<file path="src/rtl/fft_tw_pkg.sv">
// rtl/fft_tw_pkg.sv - shared types, quarter-wave twiddle table and rounding for the twiddle rotator
`ifndef REAL_WIDTH
`define REAL_WIDTH 18
`endif
`ifndef IMGN_WIDTH
`define IMGN_WIDTH 18
`endif

package fft_tw_pkg;

    localparam int DATA_W       = 18;
    localparam int PROD_W       = 36;
    localparam int SUM_W        = 37;
    localparam int TW_MAX_STAGE = 7;

    localparam logic signed [DATA_W-1:0] TW_ONE = 18'sh10000;

    typedef struct packed {
        logic signed [DATA_W-1:0] re;
        logic signed [DATA_W-1:0] im;
    } cplx_t;

    // cos(2*pi*i/128) scaled by 2^16, i = 0..32 (entry 32 closes the quarter for the sine side)
    function automatic logic [16:0] cos_q(input logic [5:0] i);
        logic [16:0] v;
        case (i)
            6'd0:    v = TW_ONE[16:0];
            6'd1:    v = 17'd65457;
            6'd2:    v = 17'd65220;
            6'd3:    v = 17'd64827;
            6'd4:    v = 17'd64277;
            6'd5:    v = 17'd63572;
            6'd6:    v = 17'd62714;
            6'd7:    v = 17'd61705;
            6'd8:    v = 17'd60547;
            6'd9:    v = 17'd59244;
            6'd10:   v = 17'd57798;
            6'd11:   v = 17'd56212;
            6'd12:   v = 17'd54491;
            6'd13:   v = 17'd52639;
            6'd14:   v = 17'd50660;
            6'd15:   v = 17'd48559;
            6'd16:   v = 17'd46341;
            6'd17:   v = 17'd44011;
            6'd18:   v = 17'd41576;
            6'd19:   v = 17'd39040;
            6'd20:   v = 17'd36410;
            6'd21:   v = 17'd33692;
            6'd22:   v = 17'd30893;
            6'd23:   v = 17'd28020;
            6'd24:   v = 17'd25080;
            6'd25:   v = 17'd22078;
            6'd26:   v = 17'd19024;
            6'd27:   v = 17'd15924;
            6'd28:   v = 17'd12785;
            6'd29:   v = 17'd9616;
            6'd30:   v = 17'd6424;
            6'd31:   v = 17'd3216;
            default: v = 17'd0;
        endcase
        return v;
    endfunction

    // Quarter-wave entry a of the N=128 table: (cos, -sin); sin(a) is read as cos(32-a)
    function automatic cplx_t tw_quarter(input logic [4:0] a);
        cplx_t t;
        t.re = $signed({1'b0, cos_q({1'b0, a})});
        t.im = -$signed({1'b0, cos_q(6'd32 - {1'b0, a})});
        return t;
    endfunction

    // Round half up at bit 16 and clamp to the Q1.16 range
    function automatic logic signed [DATA_W-1:0] sat18(input logic signed [SUM_W-1:0] sum);
        logic signed [SUM_W-1:0] r;
        r = (sum + 37'sd32768) >>> 16;
        if (r > 37'sd131071) begin
            return 18'sh1FFFF;
        end else if (r < -37'sd131072) begin
            return 18'sh20000;
        end else begin
            return r[DATA_W-1:0];
        end
    endfunction

endpackage

</file>
<file path="src/rtl/fft_tw_rom.sv">
// rtl/fft_tw_rom.sv - combinational quarter-wave lookup with quadrant fold; conj input under FFT_TW_CONJ_EN
module fft_tw_rom
    import fft_tw_pkg::*;
#(
    parameter int TW_STAGE = 7
) (
    input  logic [TW_STAGE-1:0] k,
`ifdef FFT_TW_CONJ_EN
    input  logic                conj,
`endif
    output cplx_t               w
);

    // Smaller transforms step through the 128-point table with stride 128/N
    localparam int SHIFT = TW_MAX_STAGE - TW_STAGE;

    logic [1:0]          q;
    logic [TW_STAGE-3:0] a;
    logic [4:0]          idx;
    cplx_t               base;
    cplx_t               fold;

    // Split k into quadrant and in-quadrant angle, look up, then rotate by q*(-j)
    always_comb begin
        q    = k[TW_STAGE-1 -: 2];
        a    = k[TW_STAGE-3:0];
        idx  = 5'(a) << SHIFT;
        base = tw_quarter(idx);
        fold = base;
        case (q)
            2'd0: begin
                fold.re = base.re;
                fold.im = base.im;
            end
            2'd1: begin
                fold.re = base.im;
                fold.im = -base.re;
            end
            2'd2: begin
                fold.re = -base.re;
                fold.im = -base.im;
            end
            default: begin
                fold.re = -base.im;
                fold.im = base.re;
            end
        endcase
        w = fold;
`ifdef FFT_TW_CONJ_EN
        if (conj) begin
            w.im = -fold.im;
        end
`endif
    end

endmodule

</file>
<file path="src/rtl/fft_twiddle_rotator.sv">
// rtl/fft_twiddle_rotator.sv - streaming 3-stage twiddle multiplier; FFT_TW_CONJ_EN adds the inv port
module fft_twiddle_rotator
    import fft_tw_pkg::*;
#(
    parameter int TW_STAGE = 7,
    parameter int STRIDE   = 1
) (
    input  logic                          clk,
    input  logic                          rst_n,
    input  logic                          s_valid,
    output logic                          s_ready,
    input  logic signed [`REAL_WIDTH-1:0] s_re,
    input  logic signed [`IMGN_WIDTH-1:0] s_im,
    input  logic                          s_last,
`ifdef FFT_TW_CONJ_EN
    input  logic                          inv,
`endif
    output logic                          m_valid,
    input  logic                          m_ready,
    output logic signed [`REAL_WIDTH-1:0] m_re,
    output logic signed [`IMGN_WIDTH-1:0] m_im,
    output logic                          m_last,
    output logic [TW_STAGE-1:0]           m_idx
);

    localparam int STRIDE_LOG2 = $clog2(STRIDE);

    logic                en;
    logic                hs;
    logic [TW_STAGE-1:0] count;
    logic [TW_STAGE-1:0] k;
    cplx_t               w;

    logic                v1;
    logic                l1;
    logic [TW_STAGE-1:0] i1;
    cplx_t               x1;
    cplx_t               w1;

    logic                     v2;
    logic                     l2;
    logic [TW_STAGE-1:0]      i2;
    logic signed [PROD_W-1:0] p_rr;
    logic signed [PROD_W-1:0] p_ii;
    logic signed [PROD_W-1:0] p_ri;
    logic signed [PROD_W-1:0] p_ir;

    // The whole pipe moves as one unit whenever the output slot is free or being drained
    always_comb begin
        en      = m_ready | ~m_valid;
        s_ready = en;
        hs      = s_valid & en;
        k       = count << STRIDE_LOG2;
    end

    // Sample counter within the frame; s_last restarts the frame at k=0
    always_ff @(posedge clk or negedge rst_n) begin
        if (!rst_n) begin
            count <= '0;
        end else if (hs) begin
            count <= s_last ? '0 : count + TW_STAGE'(1);
        end
    end

`ifdef FFT_TW_CONJ_EN
    logic inv_hold;
    logic conj_now;

    // The frame's direction is taken from its first sample and held until the next frame
    always_ff @(posedge clk or negedge rst_n) begin
        if (!rst_n) begin
            inv_hold <= 1'b0;
        end else if (hs && count == '0) begin
            inv_hold <= inv;
        end
    end

    // First sample of a frame uses inv directly, the rest use the held value
    always_comb begin
        conj_now = (count == '0) ? inv : inv_hold;
    end

    fft_tw_rom #(.TW_STAGE(TW_STAGE)) u_rom (
        .k    (k),
        .conj (conj_now),
        .w    (w)
    );
`else
    fft_tw_rom #(.TW_STAGE(TW_STAGE)) u_rom (
        .k (k),
        .w (w)
    );
`endif

    // S1: capture the sample alongside its folded twiddle
    always_ff @(posedge clk or negedge rst_n) begin
        if (!rst_n) begin
            v1 <= 1'b0;
            l1 <= 1'b0;
            i1 <= '0;
            x1 <= '0;
            w1 <= '0;
        end else if (en) begin
            v1    <= s_valid;
            l1    <= s_last;
            i1    <= k;
            x1.re <= s_re;
            x1.im <= s_im;
            w1    <= w;
        end
    end

    // S2: the four partial products of the complex multiply
    always_ff @(posedge clk or negedge rst_n) begin
        if (!rst_n) begin
            v2   <= 1'b0;
            l2   <= 1'b0;
            i2   <= '0;
            p_rr <= '0;
            p_ii <= '0;
            p_ri <= '0;
            p_ir <= '0;
        end else if (en) begin
            v2   <= v1;
            l2   <= l1;
            i2   <= i1;
            p_rr <= PROD_W'(x1.re) * PROD_W'(w1.re);
            p_ii <= PROD_W'(x1.im) * PROD_W'(w1.im);
            p_ri <= PROD_W'(x1.re) * PROD_W'(w1.im);
            p_ir <= PROD_W'(x1.im) * PROD_W'(w1.re);
        end
    end

    // S3: combine products, round and saturate into the output registers
    always_ff @(posedge clk or negedge rst_n) begin
        if (!rst_n) begin
            m_valid <= 1'b0;
            m_last  <= 1'b0;
            m_idx   <= '0;
            m_re    <= '0;
            m_im    <= '0;
        end else if (en) begin
            m_valid <= v2;
            m_last  <= l2;
            m_idx   <= i2;
            m_re    <= sat18(SUM_W'(p_rr) - SUM_W'(p_ii));
            m_im    <= sat18(SUM_W'(p_ri) + SUM_W'(p_ir));
        end
    end

endmodule

</file>
<file path="config.mk">
export PLATFORM = sky130hd
export DESIGN_NAME = fft_twiddle_rotator
export DESIGN_NICKNAME = d
export VERILOG_FILES = /design/src/rtl/fft_tw_pkg.sv /design/src/rtl/fft_tw_rom.sv /design/src/rtl/fft_twiddle_rotator.sv
export SDC_FILE = /design/constraint.sdc
export NUM_CORES = 2
export LEC_CHECK = 0
export ABC_CLOCK_PERIOD_IN_PS = 7900
export CAP_MARGIN = 30
export CORE_AREA = 2 2 336 338
export CTS_BUF_LIST = sky130_fd_sc_hd__clkbuf_16
export DETAILED_ROUTE_END_ITERATION = 8
export DIE_AREA = 0 0 338 340
export GPL_TIMING_DRIVEN = 0
export MAX_ROUTING_LAYER = met4
export PLACE_DENSITY = 0.73
export REMOVE_ABC_BUFFERS = 1
export SLEW_MARGIN = 15
export SYNTH_ARGS = -nofsm -noshare
export SYNTH_HDL_FRONTEND = slang
export SYNTH_SLANG_ARGS = --single-unit
</file>
<file path="constraint.sdc">
create_clock -name clk -period 7.9 [get_ports clk]
set_clock_uncertainty 0.2 [all_clocks]
set_input_delay 0.79 -clock clk [delete_from_list [all_inputs] [get_ports clk]]
set_output_delay 0.79 -clock clk [all_outputs]
set_load 0.01 [all_outputs]
</file>
# --- After elaboration in Yosys (flattened, before gate mapping) ---
# Memories as Yosys holds them, arrays and structs flattened.
# Index checks and enable logic that the tools add are counted.
word_totals:
  mem_bits_ro: 1088
  n_memories: 2
  out_inout_bits: 46
  reg_bits: 286
mem_list:
  columns: ["name", "words", "width", "rd", "rd_ports_with_merged_regs", "write_ports", "line", "source"]
  rows:
  - ["(no name shown)", 32, 17, 1, 0, 0, "fft_tw_pkg.sv:26", "case (i)"]
  - ["(no name shown)", 32, 17, 1, 0, 0, "fft_tw_pkg.sv:26", null]
op_classes:
  n_mul: 4
  n_reduce_logical: 1
  bitwise: 3
  n_eq_ne: 2
  order_cmp: 4
  muxes: 7
  addsub: 9
op_table:
  columns: ["operator", "n"]
  rows:
  - ["multiplier 18 x 18 -> 36 bit", 4]
  - ["case mux 36 bit (3 select lines)", 1]
  - ["adder 37 x 17 -> 37 bit, second input constant", 2]
  - ["two-way mux 18 bit", 4]
  - ["greater-than comparator 21 x 18 -> 1 bit, second input constant", 2]
  - ["< comparator 21 x 18 -> 1 bit, second input constant", 2]
  - ["adder 36 x 36 -> 37 bit", 1]
  - ["subtractor 36 x 36 -> 37 bit", 1]
  - ["negation 17 -> 18 bit", 2]
  - ["negation 18 bit", 1]
  - ["two-way mux 17 bit", 1]
  - ["adder 7 x 1 -> 7 bit, second input constant", 1]
  - ["two-way mux 7 bit", 1]
  - ["subtractor 6 x 5 -> 6 bit, first input constant", 1]
  - ["equality test 2 x 1 -> 1 bit, second input constant", 1]
  - ["equality test 2 bit, second input constant", 1]
  - ["zero test 2 bit", 1]
  - ["AND 1 bit", 1]
  - ["NOT 1 bit", 1]
  - ["OR 1 bit", 1]

# --- Depth between registers and ports, before layout ---
# An unclocked memory read counts as a cell.
logic_depth:
  depth_word: 6
  depth_mapped: 29
  ltp_nobuf: 27

# --- Hierarchy ---
# A second synthesis with hierarchy kept.
hier_totals:
  cells_unflattened: 7652
  area_unflattened_um2: 67397.1
by_module_without_submodules:
  columns: ["module", "area_each_um2", "cells_per_inst", "instances"]
  rows:
  - ["fft_twiddle_rotator", 62971.6, 6982, 1]
  - ["fft_tw_rom", 4425.5, 670, 1]

# --- Worst setup path after synthesis ---
# No wires, ideal clock.
synth_path:
  kind: "reg-to-reg"
  startpoint: "register x1[35] (netlist name)"
  endpoint: "register p_rr[33]"
  path_stages_with_launch: 26
  path_buffers: 2
  path_slack_ps: 983
  setup_ps: 125
  t_arrival_ps: 6592
  period_less_slack_ps: 6917
  cell_sequence: "dfrtp_1 clkbuf_1 clkbuf_1 nand2_1 fa_1 fa_1 inv_1 fa_1 inv_1 fa_1 fa_1 fa_1 inv_1 ha_1 nand2_1 nand2b_1 a21o_1 a21o_1 a21o_1 a211oi_1 o21ai_0 a31o_2 a2111oi_0 o31ai_1 xor2_1 mux2_2"
synth_via:
  elab_chain_cells: 1
synth_rtl:
  columns: ["item", "line", "source"]
  rows:
  - ["from (decl)", "fft_twiddle_rotator.sv:37", "cplx_t x1;"]
  - ["multiplier 18 x 18 -> 36 bit", "fft_twiddle_rotator.sv:127", "p_rr <= PROD_W'(x1.re) * PROD_W'(w1.re);"]
  - ["to (signal assigned)", "fft_twiddle_rotator.sv:127", null]
  - ["to (decl)", "fft_twiddle_rotator.sv:43", "logic signed [PROD_W-1:0] p_rr;"]
# Every way passes these cells.
# A chain may end at the register's enable or synchronous reset.

# --- Worst setup path after layout ---
layout_path:
  startpoint: "register w1[29] (netlist name)"
  endpoint: "register p_rr[33]"
layout_via:
  elab_chain_cells: 1
layout_rtl:
  columns: ["item", "line", "source"]
  rows:
  - ["from (decl)", "fft_twiddle_rotator.sv:38", "cplx_t w1;"]
  - ["from (signal assigned)", "fft_twiddle_rotator.sv:109", "w1 <= w;"]
  - ["multiplier 18 x 18 -> 36 bit", "fft_twiddle_rotator.sv:127", null]
# Every way passes these cells.

==> metrics <==
Port Buffers 86; antenna-violating nets left 0; total CTS buffers about 40; Mapped Cells about 7,500; Core ar. 111,600 um2; unrepaired setup endpoints after global routing yes; Synth area leaders fa_1, dfrtp_1, ha_1; Tcrit/Tclk final 0.9674; critical path's slowest cell dfrtp_2; GRT Resource Usage Total 0.2963; Layout area overhead 6.634%; Bufs and invs on worst path 3; Post-synth EDFFs 0; Chip Height around 340 um; htree depth 2; Top delay family on crit path adder cells; critical path's most frequent cell fa_1; vias per cell ~5.6; fraction of registers with async set/reset 1.000; Overflow after GRT 0; initial DRC count approximately 3,100; HPWL after detailed placement roughly 120,000 um; r2r worst-path depth 22; drt wl/cell approximately 18 um; CP peak stage delay ~0.94 ns; yosys warns 0; crit end category flip-flop; arrival time at the worst endpoint between 7 and 8 ns; Fin Setup TNS 0 ns; status complete, no violations; Vias roughly 49,000; Synth top area share 0.3974; Yosys reg bits roughly 290; Data required, critical path 8.20 ns; Post-synth top cells inv_1, fa_1, nand2_1; critical path peak fanout 37; Die Width between 300 and 400 um; critical path launch point type flip-flop; share of cells above drive strength 1 0.03765; initial antenna violation count 0; minimum clock period between 7 and 8 ns; Slew headroom 0.3182; top achievable clock speed between 0.1 and 0.15 GHz; non-filler cells, final around 9,000; main flop type after synthesis dfrtp_1; nets@finish between 9,000 and 10,000; Post-Syn Area per Cell between 8 and 9 um2; Cell Chain, Critical Path nand2_1 > fa_1 > inv_1 > fa_1 > fa_1 > fa_1 > fa_1 > inv_1 > fa_1 > inv_1 > ha_1 > a21o_1 > a21o_1 > a21oi_1 > nor2_1 > a211oi_1 > o21ai_0 > a31o_2 > a2111oi_1 > o31ai_1 > xor2_1 > mux2_2; WS Path Type reg2reg; Worst Tran Pin Value just over 1 ns; most instantiated library cell after synthesis inv_1; wirelength, routed 156,300 um; Reg clk slew, reported paths around 0.060 ns; Clock Latency Late Sink roughly 0.63 ns; diode count 0; FP Rows around 120; Post-Syn Area ~66,000 um2; Die ar. ~110,000 um2; first-pass GRT wire length approximately 270,000 um; clk buf depth 3; Initial Util 0.5942; Distinct cells, synth slightly below 90; Pre-Repair DR Iteration Count 8; GP Congestion 0.9128; CTS tree built; largest net degree at the start of global routing about 130; Synth area leader fa_1; DRC violations left 0; WP depth 22; number of global-route vias before repair just over 50,000; final hold vios 0; CTS root buffer clkbuf_16; Hold Crit Depth 2; io pins 87; # setup viols final 0; Seq/Total Area, Yosys 0.1079; max-cap viol count 0; Inst Count DP 8,753; min-delay worst type reg2reg; Clock Sink Count ~290; pins over their slew limit 0
==> cell usage in the layout, fill, tap and decap left out, types with 9 or more instances in the layout <==
cell type / n
inv_1: 1595
fa_1: 1316
nand2_1: 1046
and2_1: 653
ha_1: 529
nor2_1: 296
a21oi_1: 259
dfrtp_1: 210
o21ai_0: 203
xnor2_1: 137
clkdlybuf4s50_1: 85
a21o_1: 79
nand2b_1: 67
xor2_1: 67
dfrtp_2: 52
nor3_1: 50
nand3_1: 43
clkbuf_16: 41
o21a_1: 40
buf_12: 32
buf_16: 29
a211oi_1: 28
nor2b_1: 26
dfrtp_4: 24
o211ai_1: 22
a221o_1: 21
o31ai_1: 21
a22oi_1: 20
o21bai_1: 19
mux2i_1: 18
and3_1: 18
a31oi_1: 18
or3_1: 14
o22ai_1: 12
o221ai_1: 11
a211o_1: 10
or2_2: 10
nand4_1: 9
==> kinds of logic (layout without fill, tap and decap cells) <==
| group | count (synthesis) | after routing | synth area share |
|---|---|---|---|
| adder cells (fa/ha/maj) | 1847 | 1847 | 0.4976 |
| AO/OA/AOI/OAI | 862 | 862 | 0.08304 |
| multiplexers | 31 | 31 | 0.006284 |
| AND/OR/NAND/NOR | 2276 | 2276 | 0.1642 |
| flip-flops | 286 | 286 | 0.1079 |
| buffers and inverters | 2000 | 1824 | 0.1137 |
| XOR/XNOR | 205 | 205 | 0.02719 |
==> sequential cells by signal (all words and copies together), names as in the netlist <==
name     flops
i2           7
count        7
w1          36
m_re        18
p_ri        36
p_ir        36
m_im        18
v1           1
l2           1
m_idx        7
v2           1
l1           1
x1          36
m_valid      1
i1           7
p_rr        36
m_last       1
p_ii        36
==> path summary, 6_finish.rpt <==
kind | start | slack, ns | to
max | w1[29] | 0.26 | p_rr[33]
min | p_rr[0] | 0.26 | p_rr[0]
max reg2reg | w1[29] | 0.26 | p_rr[33]
min reg2reg | p_rr[0] | 0.26 | p_rr[0]
max in group asynchronous | rst_n | 6.10 | x1[13]
min in group asynchronous | rst_n | 0.45 | x1[22]
==> what timing repair did <==
action / in CTS / in global routing
pin swaps: 0 / 0
setup endpoints to repair: 2 / 25
buffers inserted: 0 / 1
hold buffers: 1 / 0
resized for setup: 1 / 36
endpoints found under the hold margin: 30 / 0
==> tightest hold or removal path: stages (launching register included) <==
cell     delay (ns)
dfrtp_1        0.33
nand2_1        0.05
nand2_1        0.05
==> stage by stage <==
step | util | worst slack (ns) | cell area [um2] | hold slack, ns
after floorplan | - | -14.44 | 64730 | 0.2300
after global placement | 0.6047 | -39.41 | 67470 | 0.2415
after detailed placement | 0.6196 | -0.1470 | 69140 | 0.2472
after CTS | 0.6326 | 0.01563 | 70580 | 0.2592
after global routing | 0.6336 | -0.09642 | 70700 | 0.2903
final | 0.6336 | 0.2577 | 70700 | 0.2562
==> final cells by class <==
cell class,count,area [um2]
Clock inverter,34,405.4
Timing Repair Buffer,157,2411
Sequential cell,286,7312
Multi-Input combinational cell,5221,51680
Tap cell,1500,1877
Inverter,1592,5984
Fill cell,9319,40880
Clock buffer,41,1026
==> per-layer routing <==
metal / global-route usage / vias up / routed length, um
met5: - / - / 0
met4: 0.1266 / 0 / 8084
met3: 0.03333 / 291 / 8721
met2: 0.4695 / 1389 / 74770
met1: 0.3883 / 25140 / 64730
li1: - / 22300 / -
Power is left out: the tool's default activity adds up to more than one toggle a clock period on the data nets, which glitch-free logic cannot reach.
